--- config.mk ---
export PLATFORM = sky130hd
export DESIGN_NAME = dmem_arbiter_flat
export DESIGN_NICKNAME = d
export VERILOG_FILES = /design/src/rtl/dmem_arbiter_if.sv /design/src/rtl/dmem_arbiter.sv /design/src/flat_wrapper.sv
export SDC_FILE = /design/constraint.sdc
export NUM_CORES = 1
export LEC_CHECK = 0
export ABC_CLOCK_PERIOD_IN_PS = 2000
export CAP_MARGIN = 40
export CORE_ASPECT_RATIO = 1.1
export CORE_UTILIZATION = 23
export DETAILED_ROUTE_END_ITERATION = 7
export DONT_BUFFER_PORTS = 1
export GPL_ROUTABILITY_DRIVEN = 0
export HOLD_SLACK_MARGIN = 0.06
export PLACE_DENSITY_LB_ADDON = 0.12
export SYNTH_ARGS = -nofsm -noshare
export SYNTH_HDL_FRONTEND = slang
export SYNTH_SLANG_ARGS = --single-unit
--- constraint.sdc ---
create_clock -name clk -period 2 [get_ports clk]
set_clock_uncertainty 0.2 [all_clocks]
set_input_delay 0.3 -clock clk [delete_from_list [all_inputs] [get_ports clk]]
set_output_delay 0.3 -clock clk [all_outputs]
set_load 0.02 [all_outputs]
--- src/rtl/dmem_arbiter_if.sv ---
// Bus bundle between the CPU datapath, the aux (loader/debug) port,
// the arbiter and the single-port DataMemory.
// slave  : arbiter side (takes requests and memory read data, drives grants and memory controls)
// master : system side (CPU, aux port and DataMemory)
interface dmem_arbiter_if #(
    parameter int ADDR_W = 8,
    parameter int DATA_W = 8
);
    logic              cpu_req;
    logic              cpu_we;
    logic [ADDR_W-1:0] cpu_addr;
    logic [DATA_W-1:0] cpu_wdata;
    logic [DATA_W-1:0] cpu_rdata;
    logic              cpu_stall;

    logic              aux_req;
    logic              aux_we;
    logic [ADDR_W-1:0] aux_addr;
    logic [DATA_W-1:0] aux_wdata;
    logic              aux_gnt;
    logic [DATA_W-1:0] aux_rdata;

    logic [ADDR_W-1:0] mem_addr;
    logic [DATA_W-1:0] mem_wdata;
    logic              mem_read;
    logic              mem_write;
    logic [DATA_W-1:0] mem_rdata;

    modport slave (
        input  cpu_req, cpu_we, cpu_addr, cpu_wdata,
        input  aux_req, aux_we, aux_addr, aux_wdata,
        input  mem_rdata,
        output cpu_rdata, cpu_stall, aux_gnt, aux_rdata,
        output mem_addr, mem_wdata, mem_read, mem_write
    );

    modport master (
        output cpu_req, cpu_we, cpu_addr, cpu_wdata,
        output aux_req, aux_we, aux_addr, aux_wdata,
        output mem_rdata,
        input  cpu_rdata, cpu_stall, aux_gnt, aux_rdata,
        input  mem_addr, mem_wdata, mem_read, mem_write
    );
endinterface

--- src/rtl/dmem_arbiter.sv ---
// dmem_arbiter: shares the single-port DataMemory between the CPU datapath
// and the aux port. The CPU owns memory by default. The aux port gets the
// memory when the CPU is idle, or after MAX_WAIT blocked cycles. It then
// holds it for up to BURST_LEN grants while the CPU is waiting.
// Optional feature macro: DMEM_ARB_STATS_EN (adds the stall_cnt counter).
module dmem_arbiter #(
    parameter int ADDR_W    = 8,
    parameter int DATA_W    = 8,
    parameter int MAX_WAIT  = 4,
    parameter int BURST_LEN = 2
) (
    input  logic                  clk,
    input  logic                  rst,
    dmem_arbiter_if.slave         bus,
    output logic [15:0]           stall_cnt
);
    localparam int WAIT_W  = $clog2(MAX_WAIT + 1);
    localparam int BURST_W = $clog2(BURST_LEN + 1);
    localparam logic [WAIT_W-1:0]  WAIT_MAX  = WAIT_W'(MAX_WAIT);
    localparam logic [BURST_W-1:0] BURST_TOP = BURST_W'(BURST_LEN - 1);

    typedef enum logic {OWN_CPU = 1'b0, OWN_AUX = 1'b1} owner_t;

    owner_t             r_owner, w_owner_nxt;
    logic [WAIT_W-1:0]  r_wait_cnt, w_wait_nxt;
    logic [BURST_W-1:0] r_burst_cnt, w_burst_nxt;

    logic              w_sel_aux;
    logic              w_req;
    logic              w_we;
    logic [ADDR_W-1:0] w_mem_addr;
    logic [DATA_W-1:0] w_mem_wdata;
    logic              w_cpu_stall;

    // Owner and fairness counters; async reset drops any aux tenure.
    always_ff @(posedge clk or posedge rst) begin
        if (rst) begin
            r_owner     <= OWN_CPU;
            r_wait_cnt  <= '0;
            r_burst_cnt <= '0;
        end else begin
            r_owner     <= w_owner_nxt;
            r_wait_cnt  <= w_wait_nxt;
            r_burst_cnt <= w_burst_nxt;
        end
    end

    // Ownership decision and counter updates for the next edge.
    always_comb begin
        w_owner_nxt = r_owner;
        w_wait_nxt  = r_wait_cnt;
        w_burst_nxt = r_burst_cnt;
        w_sel_aux   = 1'b0;
        case (r_owner)
            OWN_CPU: begin
                // CPU wins ties; aux takes over on an idle CPU or once starved.
                if (bus.aux_req && (!bus.cpu_req || r_wait_cnt == WAIT_MAX)) begin
                    w_owner_nxt = OWN_AUX;
                    w_wait_nxt  = '0;
                    w_burst_nxt = '0;
                end else if (!bus.aux_req) begin
                    w_wait_nxt = '0;
                end else if (r_wait_cnt != WAIT_MAX) begin
                    w_wait_nxt = r_wait_cnt + 1'b1;
                end
            end
            OWN_AUX: begin
                w_sel_aux  = 1'b1;
                w_wait_nxt = '0;
                if (!bus.aux_req) begin
                    w_owner_nxt = OWN_CPU;
                end else begin
                    // A waiting CPU reclaims memory after the last burst grant.
                    if (bus.cpu_req && r_burst_cnt == BURST_TOP)
                        w_owner_nxt = OWN_CPU;
                    if (r_burst_cnt != BURST_TOP)
                        w_burst_nxt = r_burst_cnt + 1'b1;
                end
            end
            default: w_owner_nxt = OWN_CPU;
        endcase
    end

    // Memory port mux: exactly one requester drives the memory at a time.
    assign w_req       = w_sel_aux ? bus.aux_req   : bus.cpu_req;
    assign w_we        = w_sel_aux ? bus.aux_we    : bus.cpu_we;
    assign w_mem_addr  = w_sel_aux ? bus.aux_addr  : bus.cpu_addr;
    assign w_mem_wdata = w_sel_aux ? bus.aux_wdata : bus.cpu_wdata;
    assign w_cpu_stall = !rst && w_sel_aux && bus.cpu_req;

    assign bus.mem_addr  = w_mem_addr;
    assign bus.mem_wdata = w_mem_wdata;
    // Reset forces the memory quiet even though the CPU path is selected.
    assign bus.mem_read  = !rst && w_req && !w_we;
    assign bus.mem_write = !rst && w_req && w_we;
    assign bus.aux_gnt   = !rst && w_sel_aux && bus.aux_req;
    assign bus.cpu_stall = w_cpu_stall;
    assign bus.cpu_rdata = bus.mem_rdata;
    assign bus.aux_rdata = bus.mem_rdata;

`ifdef DMEM_ARB_STATS_EN
    logic [15:0] r_stall_cnt;

    // Saturating count of CPU stall cycles.
    always_ff @(posedge clk or posedge rst) begin
        if (rst)
            r_stall_cnt <= '0;
        else if (w_cpu_stall && r_stall_cnt != 16'hFFFF)
            r_stall_cnt <= r_stall_cnt + 16'd1;
    end

    assign stall_cnt = r_stall_cnt;
`else
    assign stall_cnt = 16'h0000;
`endif
endmodule

--- src/flat_wrapper.sv ---
// flat-port wrapper written by rule: the top's interface ports become plain ports
module dmem_arbiter_flat 
#(
    parameter int ADDR_W    = 8,
    parameter int DATA_W    = 8,
    parameter int MAX_WAIT  = 4,
    parameter int BURST_LEN = 2
)
  (clk, rst, stall_cnt, bus_cpu_req, bus_cpu_we, bus_cpu_addr, bus_cpu_wdata, bus_aux_req, bus_aux_we, bus_aux_addr, bus_aux_wdata, bus_mem_rdata, bus_cpu_rdata, bus_cpu_stall, bus_aux_gnt, bus_aux_rdata, bus_mem_addr, bus_mem_wdata, bus_mem_read, bus_mem_write);
  dmem_arbiter_if #(.ADDR_W(ADDR_W), .DATA_W(DATA_W)) bus_i ();
  input  logic clk;
  input  logic rst;
  output logic [15:0] stall_cnt;
  input wire logic [$bits(bus_i.cpu_req)-1:0] bus_cpu_req;
  input wire logic [$bits(bus_i.cpu_we)-1:0] bus_cpu_we;
  input wire logic [$bits(bus_i.cpu_addr)-1:0] bus_cpu_addr;
  input wire logic [$bits(bus_i.cpu_wdata)-1:0] bus_cpu_wdata;
  input wire logic [$bits(bus_i.aux_req)-1:0] bus_aux_req;
  input wire logic [$bits(bus_i.aux_we)-1:0] bus_aux_we;
  input wire logic [$bits(bus_i.aux_addr)-1:0] bus_aux_addr;
  input wire logic [$bits(bus_i.aux_wdata)-1:0] bus_aux_wdata;
  input wire logic [$bits(bus_i.mem_rdata)-1:0] bus_mem_rdata;
  output wire logic [$bits(bus_i.cpu_rdata)-1:0] bus_cpu_rdata;
  output wire logic [$bits(bus_i.cpu_stall)-1:0] bus_cpu_stall;
  output wire logic [$bits(bus_i.aux_gnt)-1:0] bus_aux_gnt;
  output wire logic [$bits(bus_i.aux_rdata)-1:0] bus_aux_rdata;
  output wire logic [$bits(bus_i.mem_addr)-1:0] bus_mem_addr;
  output wire logic [$bits(bus_i.mem_wdata)-1:0] bus_mem_wdata;
  output wire logic [$bits(bus_i.mem_read)-1:0] bus_mem_read;
  output wire logic [$bits(bus_i.mem_write)-1:0] bus_mem_write;
  assign bus_i.cpu_req = bus_cpu_req;
  assign bus_i.cpu_we = bus_cpu_we;
  assign bus_i.cpu_addr = bus_cpu_addr;
  assign bus_i.cpu_wdata = bus_cpu_wdata;
  assign bus_i.aux_req = bus_aux_req;
  assign bus_i.aux_we = bus_aux_we;
  assign bus_i.aux_addr = bus_aux_addr;
  assign bus_i.aux_wdata = bus_aux_wdata;
  assign bus_i.mem_rdata = bus_mem_rdata;
  assign bus_cpu_rdata = bus_i.cpu_rdata;
  assign bus_cpu_stall = bus_i.cpu_stall;
  assign bus_aux_gnt = bus_i.aux_gnt;
  assign bus_aux_rdata = bus_i.aux_rdata;
  assign bus_mem_addr = bus_i.mem_addr;
  assign bus_mem_wdata = bus_i.mem_wdata;
  assign bus_mem_read = bus_i.mem_read;
  assign bus_mem_write = bus_i.mem_write;
  dmem_arbiter #(.ADDR_W(ADDR_W), .DATA_W(DATA_W), .MAX_WAIT(MAX_WAIT), .BURST_LEN(BURST_LEN)) u_core (.clk(clk), .rst(rst), .bus(bus_i), .stall_cnt(stall_cnt));
endmodule
==> metrics.csv, run 1 <==
metric;value;unit
clkTransAtPathRegs;0.04;ns
htreeDepth;1;
cts-root-buf;clkbuf_4;
cts_inserted_buffers;3;
die_w;58.4;um
grt_pass1_vias;478;
cp_top_family;buffers and inverters;
crit_end;bus_aux_gnt;
finalHoldViolations;0;
cts_sinks;6;
area_growth;-5.12;%
cts_tree;built;
period_minus_slack;1.90;ns
timing.rr.start;u_core.r_wait_cnt[0]$_DFFE_PP0P_;
async_reset_ff_share;100;%
track_usage;7.67;%
finalCritPeriodShare;94.8;%
finalSetupViolCount;0;
cpPeakStageDelay;0.57;ns
ios;98;
vdd_drop_max;247;uV
nets;132;
overflow;0;
cts_buffer_depth;2;
whs;0.115;ns
hpwl;1.25;mm
synth_edf_count;0;
reg2reg_depth;5;
maxCapViolCount;0;
drive_gt1_share;32.1;%
ys_ff_latch;6;
first_pass_iters;2;
fin_cells;129;
drtAntennaViolNets;0;
worstSetupPathType;in2out;
seq_area_frac_synth;18.6;%
cp.required;1.50;ns
viasPerCell;4.02;
dpl.cell_count;123;
status;finished clean;
die_h;64.1;um
p_leak;0.345;nW
ys_types;23;
syn_avg_cell_area;8.85;um2
cellPowerDensity;652;mW/mm2
route.vias.total;519;
path_cells;dlygate4sd3_1, clkinvlp_4, and3_1;
ys.flop_type;dfrtp_1;
start_kind;input port;
n_antenna_cell;0;
final_util;23.0;%
wl;1.48;mm
drv_slew;0;
crit_cells;3;
r2r_end;u_core.r_burst_cnt[1]$_DFFE_PP0P_;
rows;22;
drtIter0Drc;17;
antenna_found_initial;0;
netlist_area;806;um2
place_ws;0.323;ns
grt_max_degree;13;
reg2reg_slack;0.49;ns
worst-path-buf-inv;2;
setup_slack;0.103;ns
cp-startpoint;rst;
core;0.00333;mm2
setup.worst_path.end_class;output pin;
yosys_warnings;0;
cp.arrival;1.40;ns
drcViolationCount;0;
initial_core_util;24.2;%
synthCells;91;
grt_setup_unrepaired;false;
fmax;527;MHz
clock_latency;0.24;ns
routedWlPerCell;11.5;um
critPathMaxFanout;8;
port_buffers;0;
final.setup.tns;0;ns
hp-class;in2reg;
grt_pass1_wl;2.16;mm
critical_path.slowest_cell;dlygate4sd3_1;
die_area;0.00374;mm2
## stage by stage
stage                     instance area (um2)  power, mW
after floorplan                           862      0.421
after global placement                    707      0.383
after detailed placement                  707      0.382
after CTS                                 759      0.505
after global routing                      764      0.540
final                                     764      0.498
## cell type report
type / instances / area, um2
clock buffers: 3 / 22.5
repair buffers: 7 / 72.6
multi-input cells: 60 / 435
inverters: 5 / 22.5
fillers: 354 / 2570
well taps: 48 / 60.1
flip-flops and latches: 6 / 151
## worst register-to-register path, cell delays in order, from the launching register on
cell,delay [ns]
dfrtp_1,0.39
inv_1,0.06
ha_1,0.16
nand2_1,0.08
a21bo_1,0.22
a211o_1,0.29
## synthesized netlist by cell type (2+ instances only)
cell	n	area, um2
buf_4	33	248
mux2_2	16	180
dfrtp_1	6	150
inv_1	5	18.8
nor2_1	5	18.8
and3_1	3	18.8
ha_1	3	37.5
nand2_1	3	11.3
buf_2	2	10.0
nand2b_1	2	12.5
## how the worst min path moves through the flow
stage | startpoint | end | slack [ns] | cells after the start
6_report | bus_cpu_req | u_core.r_wait_cnt[2]$_DFFE_PP0P_ | 0.12 | 3
5_1_grt | bus_cpu_req | u_core.r_wait_cnt[2]$_DFFE_PP0P_ | 0.11 | 3
4_1_cts | bus_cpu_req | u_core.r_wait_cnt[2]$_DFFE_PP0P_ | 0.11 | 3
3_5_place_dp | rst | u_core.r_wait_cnt[1]$_DFFE_PP0P_ | -0.05 | 1
3_3_place_gp | rst | u_core.r_wait_cnt[0]$_DFFE_PP0P_ | -0.04 | 1
2_1_floorplan | rst | u_core.r_burst_cnt[0]$_DFFE_PP0P_ | -0.1 | 1
## routing by layer
layer / wire length [um] / part of all wire [%] / GRT usage, %
met1: 545 / 37 / 7.79
met3: 188 / 13 / 2.02
met5: 0 / 0 / 0
met4: 38 / 2.6 / 5.65
met2: 712 / 48 / 13.2
## flip-flops by register name, indices dropped and copies added (netlist names)
name                flops
u_core.r_owner          1
u_core.r_burst_cnt      2
u_core.r_wait_cnt       3
## placed cells by master, fill, tap and decap left out
cell type	instances
a211o_1	1
a21bo_1	1
a21oi_1	1
a22o_1	1
a31oi_1	1
a32oi_1	1
and3_1	3
buf_12	1
buf_4	3
clkbuf_4	3
clkinvlp_4	1
conb_1	16
dfrtp_1	5
dfrtp_2	1
dlygate4sd3_1	3
ha_1	3
inv_1	4
mux2_2	16
mux2i_1	1
nand2_1	3
nand2b_1	2
nand3_1	1
nand3b_1	1
nor2_1	5
nor2b_4	1
nor3b_1	1
o21ai_0	1
## power breakdown
| group | leakage, nW | switching [mW] | internal, mW |
|---|---|---|---|
| clock | 0.0138 | 0.0434 | 0.0678 |
| combinational | 0.252 | 0.135 | 0.0904 |
| sequential | 0.0788 | 0.0207 | 0.141 |
## repair_timing
action / in CTS / in global routing
setup buffers: 0 / 0
hold buffers: 3 / 0
gates resized for setup: 0 / 2
setup endpoints to repair: 0 / 5
hold endpoints to repair: 10 / 0
## kinds of logic after synthesis
| logic type | share of synthesized area [%] |
|---|---|
| AOI/OAI and AO/OA | 6.52 |
| adders and majority gates | 4.66 |
| buffers and inverters | 34.3 |
| DFF | 18.6 |
| muxes | 23.6 |
| other | 0.465 |
| and+or+nand+nor | 11.8 |
Note: power is estimated with default switching activity, not from simulation.
==> inputs of run 2 (changes only) <==
GPL_TIMING_DRIVEN = 0   (was not set)
RECOVER_POWER = 25   (was not set)
==> run 2 against run 1 <==
  * Sequential share of layout area down 4.1 points
  * Largest cell class unchanged
  * Clock power up 4%
  * First-iteration DRC count down 53%
==> metrics.csv, run 2 (synthesis gave the netlist of run 1 again) <==
metric;value;unit;change
cp.arrival;1.41;ns;about the same
final.setup.tns;0;ns;unchanged
crit_end;bus_aux_gnt;;
vdd_drop_max;321;uV;+30%
ios;98;;unchanged
core;0.00333;mm2;unchanged
n_antenna_cell;0;;unchanged
critical_path.slowest_cell;dlygate4sd3_1;;
cts_inserted_buffers;3;;unchanged
die_w;58.4;um;unchanged
worstSetupPathType;in2out;;
cts_buffer_depth;2;;unchanged
track_usage;7.81;%;+0.14 points
p_leak;0.483;nW;+40%
rows;22;;unchanged
drtIter0Drc;8;;-9
cp.required;1.50;ns;about the same
setup.worst_path.end_class;output pin;;
clkTransAtPathRegs;0.04;ns;about the same
routedWlPerCell;10.7;um;-7.4%
worst-path-buf-inv;2;;unchanged
start_kind;input port;;
fillers;368;;+4.0%
r2r_end;u_core.r_burst_cnt[1]$_DFFE_PP0P_;;
antenna_found_initial;0;;unchanged
cp_top_family;buffers and inverters;;
period_minus_slack;1.91;ns;+0.00918 ns
grt_pass1_wl;2.19;mm;+1.6%
drv_slew;0;;unchanged
crit_cells;3;;unchanged
final_common_cell;buf_4;;
status;finished clean;;
drtAntennaViolNets;0;;unchanged
grt_pass1_vias;506;;+5.9%
timing.rr.start;u_core.r_wait_cnt[0]$_DFFE_PP0P_;;
maxCapViolCount;0;;unchanged
most-common-layout-cells;buf_4, mux2_2, conb_1, clkbuf_1, dfrtp_1;;
cellPowerDensity;586;mW/mm2;-10%
first_pass_iters;2;;unchanged
die_h;64.1;um;unchanged
overflow;0;;unchanged
grt_max_degree;11;;-2
port_buffers;0;;unchanged
drive_gt1_share;45.5;%;+13 points
critPathMaxFanout;8;;unchanged
route.vias.total;632;;+22%
cts-root-buf;clkbuf_4;;
nets;163;;+23%
largest_reg_flops;3;;unchanged
reg_top3;u_core.r_wait_cnt (3), u_core.r_burst_cnt (2), u_core.r_owner (1);;
die_area;0.00374;mm2;unchanged
hp-class;in2reg;;
cts_tree;built;;
finalCritPeriodShare;95.3;%;+0.46 points
finalSetupViolCount;0;;unchanged
area_growth;18.9;%;
cp-startpoint;rst;;
power;0.562;mW;+13%
viasPerCell;3.95;;-1.8%
clock_latency;0.25;ns;about the same
reg2reg_slack;0.48;ns;about the same
htreeDepth;1;;unchanged
cpPeakStageDelay;0.54;ns;-0.03 ns
finalHoldViolations;0;;unchanged
drcViolationCount;0;;unchanged
wl;1.70;mm;+15%
reg2reg_depth;5;;unchanged
fmax;525;MHz;-0.48%
path_cells;dlygate4sd3_1, inv_1, and3_1;;
postCtsSetupBuffers;0;;unchanged
grt_setup_unrepaired;false;;
cts_sinks;6;;unchanged
top_register;u_core.r_wait_cnt;;
initial_core_util;24.2;%;unchanged
-- run 2: changes by cell type in the layout (fill, tap and decap cells not counted) --
cell,delta
a21oi_2,+1
dfrtp_1,+1
nor2_2,+1
buf_12,-1
buf_2,+2
a21oi_1,-1
nor2_1,-1
dfrtp_2,-1
clkbuf_1,+6
buf_4,+24
clkinvlp_4,-1
inv_1,+1
-- run 2: repair_timing --
action,CTS,global route
gates resized for setup,0,2
hold buffers,3,0
endpoints found under the hold margin,10,0
setup endpoints to repair,0,2
-- run 2: how the worst min path moves through the flow --
| stage | slack, ns | cells after the start | from | end |
|---|---|---|---|---|
| floorplan | -0.1 | 1 | rst | u_core.r_burst_cnt[0]$_DFFE_PP0P_ |
| CTS | 0.11 | 3 | bus_cpu_req | u_core.r_wait_cnt[2]$_DFFE_PP0P_ |
| global route | 0.12 | 3 | bus_cpu_req | u_core.r_wait_cnt[2]$_DFFE_PP0P_ |
| finish | 0.11 | 3 | bus_cpu_req | u_core.r_wait_cnt[2]$_DFFE_PP0P_ |
| global placement | -0.04 | 1 | rst | u_core.r_wait_cnt[2]$_DFFE_PP0P_ |
| detailed placement | -0.05 | 1 | rst | u_core.r_wait_cnt[2]$_DFFE_PP0P_ |
-- run 2: per-layer routing --
layer | wire (um) | GRT usage [%]
met5 | 0 | 0
met4 | 6 | 0.893
met3 | 212 | 4.05
met2 | 897 | 15.2
met1 | 587 | 7.22
-- run 2: per-stage QoR --
stage / util, % / instance area, um2 / hold WS (ns) / setup slack [ns] / cells
global placement: 27.7 / 922 / -0.0408 / 0.355 / 154
floorplan: - / 862 / -0.0979 / 0.441 / 106
finish: 28.8 / 958 / 0.113 / 0.0939 / 160
global route: 28.8 / 958 / 0.116 / 0.0307 / 160
detailed placement: 27.7 / 922 / -0.0473 / 0.332 / 154
CTS: 29.3 / 975 / 0.112 / 0.0479 / 160
-- run 2: where the power goes --
part | switching, mW | leakage (nW) | internal (mW) | total [mW]
Combinational | 0.172 | 0.389 | 0.120 | 0.292
Sequential | 0.0144 | 0.0800 | 0.140 | 0.155
Clock | 0.0470 | 0.0138 | 0.0681 | 0.115
-- run 2: worst reg2reg max path: stages (launching register included) --
cell and delay [ns]:
dfrtp_1 0.39, inv_1 0.06, ha_1 0.17, nand2_1 0.08, a21bo_1 0.20, a211o_1 0.29
-- run 2: layout make-up --
type / instances / area, um2 / area share, %
repair buffers: 3 / 30.0 / 3.13
plain buffers: 35 / 235 / 24.5
multi-input cells: 60 / 442 / 46.1
flip-flops and latches: 6 / 150 / 15.7
inverters: 5 / 18.8 / 1.96
clock buffers: 3 / 22.5 / 2.35
well taps: 48 / 60.1 / 6.27
==> inputs of run 3 (changes only) <==
PLACE_DENSITY_LB_ADDON = not set   (was 0.12)
==> run 3 against run 2 <==
  * Fmax about the same
  * Critical path type is now reg2out
  * Critical path depth increased by 1
  * Count of clock-buffer cells in the layout is the same
  * Sequential power hardly changed
  * Wire length grew 2.9%
  * Via count fell by 1.3%
  * Final cell count unchanged
  * First-iteration DRC count is 38% lower
==> metrics.csv, run 3 (synthesis gave the netlist of run 1 again) <==
metric;value;unit;change
clock_latency;0.25;ns;about the same
port_buffers;0;;unchanged
dpl.cell_count;154;;unchanged
finalCritPeriodShare;95.3;%;about the same
htreeDepth;1;;unchanged
grt_max_degree;11;;unchanged
nets;163;;unchanged
placed_cell_area;922;um2;unchanged
grt_setup_unrepaired;false;;
cts_buffer_depth;2;;unchanged
register_area;150;um2;unchanged
cts-resized-gates;0;;unchanged
die_h;64.1;um;unchanged
hp-class;in2reg;;
setup.worst_path.end_class;output pin;;
finalHoldViolations;0;;unchanged
final_common_cell;buf_4;;
first_pass_iters;3;;+1
drtIter0Drc;5;;-3
cp.required;1.50;ns;about the same
p_leak;0.483;nW;about the same
core;0.00333;mm2;unchanged
drtAntennaViolNets;0;;unchanged
antenna_found_initial;0;;unchanged
most-common-layout-cells;buf_4, mux2_2, conb_1, clkbuf_1, dfrtp_1;;
area_growth;18.2;%;
critPathMaxFanout;10;;+2
finalSetupViolCount;0;;unchanged
grt_pass1_wl;2.34;mm;+6.6%
fillers;371;;+0.82%
routedWlPerCell;11.0;um;+2.9%
fin_area;952;um2;-0.65%
maxCapViolCount;0;;unchanged
track_usage;8.74;%;+0.93 points
top_register;u_core.r_wait_cnt;;
final_util;28.6;%;-0.19 points
period_minus_slack;1.91;ns;+0.000444 ns
cp.arrival;1.41;ns;about the same
vdd_drop_max;300;uV;-6.4%
setup_slack;0.0935;ns;-0.000444 ns
power;0.564;mW;+0.37%
drive_gt1_share;43.8;%;-1.8 points
status;finished clean;;
n_antenna_cell;0;;unchanged
viasPerCell;3.90;;-1.3%
holdPathStages;3;;unchanged
grt_pass1_vias;527;;+4.2%
ios;98;;unchanged
fmax;525;MHz;about the same
largest_reg_flops;3;;unchanged
overflow;0;;unchanged
cts-root-buf;clkbuf_4;;
cts_sinks;6;;unchanged
start_kind;register;;
cellPowerDensity;592;mW/mm2;+1.0%
wl;1.75;mm;+2.9%
cts_inserted_buffers;3;;unchanged
fin_cells;160;;unchanged
clkTransAtPathRegs;0.04;ns;about the same
place_ws;0.350;ns;+0.0178 ns
drv_slew;0;;unchanged
die_w;58.4;um;unchanged
route.vias.total;624;;-1.3%
initial_core_util;24.2;%;unchanged
multi_input_area;435;um2;-1.4%
reg2reg_depth;5;;unchanged
drcViolationCount;0;;unchanged
die_area;0.00374;mm2;unchanged
rows;22;;unchanged
worstSetupPathType;reg2out;;
whs;0.109;ns;-0.00442 ns
cts_tree;built;;
final.setup.tns;0;ns;unchanged
reg_top3;u_core.r_wait_cnt (3), u_core.r_burst_cnt (2), u_core.r_owner (1);;
hpwl;1.50;mm;
[run 3: cell counts in the layout (fill, tap and decap cells not counted)]
No cell type changed its count.
[run 3: path summary, 6_finish.rpt]
path                                                  startpoint  slack (ns)                                 to
worst max register to register  u_core.r_wait_cnt[0]$_DFFE_PP0P_        0.51  u_core.r_burst_cnt[1]$_DFFE_PP0P_
max in group asynchronous                                    rst        1.15  u_core.r_burst_cnt[1]$_DFFE_PP0P_
worst min-delay path                                 bus_cpu_req        0.11   u_core.r_wait_cnt[2]$_DFFE_PP0P_
min in group asynchronous                                    rst        0.24   u_core.r_wait_cnt[1]$_DFFE_PP0P_
worst min register to register  u_core.r_wait_cnt[0]$_DFFE_PP0P_        0.27   u_core.r_wait_cnt[0]$_DFFE_PP0P_
worst max-delay path                    u_core.r_owner$_DFF_PP0_        0.09                       bus_mem_read
[run 3: layout make-up]
| type | count | share of cell area, % |
|---|---|---|
| flip-flops and latches | 6 | 15.8 |
| multi-input cells | 60 | 45.7 |
| plain buffers | 35 | 24.7 |
| repair buffers | 3 | 3.15 |
| clock buffers | 3 | 2.37 |
| well taps | 48 | 6.31 |
| inverters | 5 | 1.97 |
[run 3: critical path, cell delays in order (launching register included)]
cell      delay [ns]
dfrtp_1         0.31
buf_4           0.15
buf_2           0.21
nand3b_1        0.10
a21oi_1         0.39
[run 3: power breakdown]
part / leakage, nW / switching, mW / internal (mW)
Clock: 0.0138 / 0.0449 / 0.0680
Sequential: 0.0800 / 0.0162 / 0.140
Combinational: 0.389 / 0.174 / 0.121
Total: 0.483 / 0.235 / 0.329
[run 3: repair_timing]
action	in CTS	in global routing
setup endpoints to repair	0	0
hold endpoints to repair	10	0
hold buffers	3	0
setup buffers	0	0
[run 3: per-layer routing]
layer,share of wire [%],GRT usage [%]
met1,26,6.27
met4,0.46,1.79
met5,0,0
met2,58,18.5
met3,15,4.86
